## config.mk

```make
export PLATFORM = sky130hd
export DESIGN_NAME = icache_refill_assembler
export DESIGN_NICKNAME = d
export VERILOG_FILES = /design/src/rtl/icache_refill_assembler.sv
export SDC_FILE = /design/constraint.sdc
export NUM_CORES = 1
export LEC_CHECK = 0
export BUFFER_PORTS_ARGS = -buffer_cell sky130_fd_sc_hd__buf_2
export CAP_MARGIN = 20
export CORE_AREA = 2 2 304 306
export CTS_BUF_LIST = sky130_fd_sc_hd__clkbuf_4
export DETAILED_ROUTE_END_ITERATION = 10
export DIE_AREA = 0 0 306 308
export PLACE_DENSITY = 0.49
export SETUP_SLACK_MARGIN = 0.15
export SYNTH_ARGS = -nofsm -noshare
export SYNTH_HDL_FRONTEND = slang
export SYNTH_SLANG_ARGS = --single-unit
```

## constraint.sdc

```tcl
create_clock -name clk -period 12.7 [get_ports clk]
set_clock_uncertainty 0.15 [all_clocks]
set_input_delay 2.54 -clock clk [delete_from_list [all_inputs] [get_ports clk]]
set_output_delay 2.54 -clock clk [all_outputs]
set_load 0.02 [all_outputs]
```

## src/rtl/icache_refill_assembler.sv

```systemverilog
// Assembles BEAT_NUM downstream rxdat beats into one icache line tagged with its MSHR entry.
// Optional per-beat even-parity checking is built when ICACHE_REFILL_PARITY_EN is defined.
module icache_refill_assembler #(
  parameter int LINE_WIDTH      = 512,
  parameter int BEAT_WIDTH      = 256,
  parameter int BEAT_NUM        = LINE_WIDTH / BEAT_WIDTH,
  parameter int ENTRY_IDX_WIDTH = 3
) (
  input  logic                       clk,
  input  logic                       rst_n,
  input  logic                       rxdat_vld,
  output logic                       rxdat_rdy,
  input  logic [BEAT_WIDTH-1:0]      rxdat_data,
  input  logic [ENTRY_IDX_WIDTH-1:0] rxdat_entry_id,
  input  logic                       rxdat_par,
  output logic                       refill_vld,
  input  logic                       refill_rdy,
  output logic [LINE_WIDTH-1:0]      refill_data,
  output logic [ENTRY_IDX_WIDTH-1:0] refill_entry_id,
  output logic                       refill_err,
  output logic                       proto_err
);

  localparam int CNT_W = (BEAT_NUM > 1) ? $clog2(BEAT_NUM) : 1;
  localparam logic [CNT_W-1:0] LAST_SLOT = CNT_W'(BEAT_NUM - 1);

  typedef enum logic [1:0] {
    IDLE,
    COLLECT,
    OUTPUT
  } state_t;

  state_t                     r_state;
  state_t                     w_state_nxt;
  logic [CNT_W-1:0]           r_beat_cnt;
  logic [CNT_W-1:0]           w_beat_cnt_nxt;
  logic                       r_rxdat_rdy;
  logic                       r_refill_vld;
  logic                       r_proto_err;
  logic [LINE_WIDTH-1:0]      r_line;
  logic [ENTRY_IDX_WIDTH-1:0] r_entry_id;

  logic w_beat_acc;
  logic w_line_acc;
  logic w_last_beat;
  logic w_id_mismatch;

  assign w_beat_acc    = rxdat_vld & r_rxdat_rdy;
  assign w_line_acc    = r_refill_vld & refill_rdy;
  assign w_last_beat   = (r_beat_cnt == LAST_SLOT);
  assign w_id_mismatch = (r_state == COLLECT) & w_beat_acc & (rxdat_entry_id != r_entry_id);

  always_comb begin
    w_state_nxt    = r_state;
    w_beat_cnt_nxt = r_beat_cnt;
    case (r_state)
      IDLE: begin
        if (w_beat_acc) begin
          w_beat_cnt_nxt = CNT_W'(1);
          w_state_nxt    = COLLECT;
        end
      end
      COLLECT: begin
        // The counter parks on the last slot while the line waits, so it never wraps.
        if (w_beat_acc) begin
          if (w_last_beat) begin
            w_state_nxt = OUTPUT;
          end else begin
            w_beat_cnt_nxt = r_beat_cnt + CNT_W'(1);
          end
        end
      end
      OUTPUT: begin
        if (w_line_acc) begin
          w_state_nxt    = IDLE;
          w_beat_cnt_nxt = '0;
        end
      end
      default: begin
        w_state_nxt    = IDLE;
        w_beat_cnt_nxt = '0;
      end
    endcase
  end

  // Handshake outputs are registered from the next state so they never see rxdat_vld or refill_rdy combinationally.
  always_ff @(posedge clk or negedge rst_n) begin
    if (!rst_n) begin
      r_state      <= IDLE;
      r_beat_cnt   <= '0;
      r_rxdat_rdy  <= 1'b1;
      r_refill_vld <= 1'b0;
      r_proto_err  <= 1'b0;
    end else begin
      r_state      <= w_state_nxt;
      r_beat_cnt   <= w_beat_cnt_nxt;
      r_rxdat_rdy  <= (w_state_nxt != OUTPUT);
      r_refill_vld <= (w_state_nxt == OUTPUT);
      if (w_id_mismatch) begin
        r_proto_err <= 1'b1;
      end
    end
  end

  always_ff @(posedge clk) begin
    for (int k = 0; k < BEAT_NUM; k++) begin
      if (w_beat_acc && (r_beat_cnt == CNT_W'(k))) begin
        r_line[k*BEAT_WIDTH +: BEAT_WIDTH] <= rxdat_data;
      end
    end
    if (w_beat_acc && (r_state == IDLE)) begin
      r_entry_id <= rxdat_entry_id;
    end
  end

`ifdef ICACHE_REFILL_PARITY_EN
  logic r_err_acc;
  logic w_par_bad;

  assign w_par_bad = w_beat_acc & ((^rxdat_data) ^ rxdat_par);

  always_ff @(posedge clk or negedge rst_n) begin
    if (!rst_n) begin
      r_err_acc <= 1'b0;
    end else if (w_line_acc) begin
      r_err_acc <= 1'b0;
    end else if (w_par_bad) begin
      r_err_acc <= 1'b1;
    end
  end

  assign refill_err = r_err_acc;
`else
  logic w_unused_par;

  assign w_unused_par = rxdat_par;
  assign refill_err   = 1'b0;
`endif

  assign rxdat_rdy       = r_rxdat_rdy;
  assign refill_vld      = r_refill_vld;
  assign refill_data     = r_line;
  assign refill_entry_id = r_entry_id;
  assign proto_err       = r_proto_err;

endmodule

```

==> flow_summary.toml <==
[sta]
worst_slew_pin_slew_ns = 0.979
setup_viol = 0
slew_headroom = 0.347
hold_viol_final = 0
setup_tns_ns = 0
period_needed_ns = 4.79
slew_violations = 0
max_freq_ghz = 0.209
min_period_over_period = 0.377
rsz0062_at_grt = "no"

[finish]
final_common_cell = "buf_2"
syn_to_final_growth_pct = 45.7
multi_input_area_um2 = 159
drive_gt1_frac = 0.643
seq_area_mm2 = 0.0156
final_cell_mix = "buf_2, edfxtp_1, clkbuf_4"
nFillCells = 9422
fin_util = 0.253
nets = 1735

[floorplanning]
core_area_mm2 = 0.0910
initial_core_util = 0.174
dieWidth_um = 306
die_area_mm2 = 0.0942
io_pins = 783
rows = 111
fp.dieH_um = 308

[clocking]
root_buffer = "clkbuf_4"
cts_max_path_buffers = 3
clock-sinks = 521
postCtsSetupRepairBufs = 0
cts_buffers = 138
cts_tree = "built"
clk_latency_ns = 0.93
cts_resized = 0
clk_pin_slew_worst_paths_ns = 0.06
postCtsHoldBufs = 0
h-tree-depth = 4

[synthesis]
synth_nets = 809
synth_cell_type_count = 19
synthesis.area_mm2 = 0.0158
synthCells = 545
ys_ff_latch = 521
synth.avg_cell_area_um2 = 29.0
yosysSeqAreaShare = 0.989
yosysWarnings = 0

[grt]
grtUsageTotal = 0.0908
antenna_found_initial = 9
overflow = 0
first_global_vias = 9909
grt_pass1_wl_um = 62200
grt_max_degree = 70

[worst_setup_path]
criticalPathCategory = "in2reg"
worstSetupEndpointType = "flip-flop"
critPathMaxFanout = 69
crit_arrival_ns = 5.16
path_cells = "buf_2 -> nand2_1 -> nor2_4 -> buf_4 -> buf_4"
path_common_cell = "buf_4"
required_ns = 13.07
crit_slowest_cell = "buf_4"
start_kind = "input port"
slowest_delay_ns = 0.83

[pwr]
total_leakage_power_nw = 9.08
powerDensity_mw_per_mm2 = 207
p_total_mw = 4.76
ir_drop_v = 0.0000969

[routing]
via_per_inst = 3.37
wl_met3_um = 4950
ant_nets = 0
wl_met1_um = 15200
top_layer = "met5"
drt_wl_total_um = 45300
wl_met2_um = 24100
drc = 0
drt_iter0_markers = 516
wl_per_cell_um = 16.4
first_pass_iters = 7
num_vias = 9301

[place]
portBuffers = 780
place_hpwl_um = 33700
gp_congestion = 0.795

[worst_hold_path]
hp-class = "reg2reg"

[outcome]
status = "complete, no violations"

[run]
max_cap_viol_count = 0
==> path summary, 6_finish.rpt <==
kind / end / start / cells past startpoint / slack (ns)
min: proto_err / proto_err / 1 / 0.33
max reg2reg: refill_data[51] / rxdat_rdy / 4 / 9.06
min in group asynchronous: proto_err / rst_n / 1 / 1.28
min reg2reg: proto_err / proto_err / 1 / 0.33
max: refill_data[51] / rxdat_vld / 5 / 7.91
max in group asynchronous: rxdat_rdy / rst_n / 1 / 10.90
==> area by class of cell <==
cell class,instances,area share
flip-flops and latches,521,0.679
repair buffers,788,0.172
clock buffers,198,0.0646
well taps,1186,0.0645
clock inverters,39,0.0121
multi-input cells,22,0.00691
diodes,3,0.000326
==> synthesized netlist by cell type, drive strengths merged <==
cell / count / area, um^2
nand3: 1 / 5.00
nand2: 3 / 11.3
a31o: 1 / 8.76
buf: 2 / 18.8
edfxtp: 515 / 15500
a21oi: 3 / 15.0
o21a: 1 / 7.51
dfrtp: 5 / 125
conb: 1 / 3.75
o21ai: 2 / 10.0
xnor2: 3 / 26.3
nor3: 1 / 5.00
nand3b: 2 / 27.5
nor2: 2 / 7.51
dfstp: 1 / 26.3
and3: 1 / 11.3
a211oi: 1 / 12.5
==> worst max-delay path: cells and delay by family <==
| family | cells | cell delay [ns] |
|---|---|---|
| buf+inv | 3 | 1.65 |
| simple gates | 2 | 0.75 |
==> routing by layer <==
metal / vias up / global-route usage
met5: - / 0
met1: 4521 / 0.0841
li1: 4181 / -
met4: 6 / 0.0446
met3: 82 / 0.0496
met2: 511 / 0.161
==> kinds of logic after synthesis <==
logic type,Yosys count,synth area share
buffers and inverters,2,0.00119
other,1,0.000238
AOI/OAI and AO/OA,8,0.00341
xor gates and xnor gates,3,0.00166
and+or+nand+nor,10,0.00428
DFF,521,0.989
==> stage by stage <==
step           std cells  instance area, um^2  hold slack, ns  setup slack, ns
3_3_place_gp        2517                21200           0.316             6.98
5_1_grt             2756                23000           0.344             7.81
4_1_cts             2754                23000           0.331             8.04
2_1_floorplan        545                15800           0.337             2.79
6_report            2757                23000           0.327             7.91
3_5_place_dp        2517                21200           0.316             6.91
==> registers in the layout, indices dropped and copies added (netlist names) <==
name             cells
r_beat_cnt           1
refill_data        512
refill_vld           1
r_state              2
refill_entry_id      3
rxdat_rdy            1
proto_err            1
==> where the power goes <==
part           internal, mW  total, mW  switching [mW]
clock                 0.798       1.46           0.666
combinational         0.228      0.921           0.693
sequential             2.29       2.37          0.0865
total                  3.31       4.76            1.44
(Power assumes the default switching activity.)
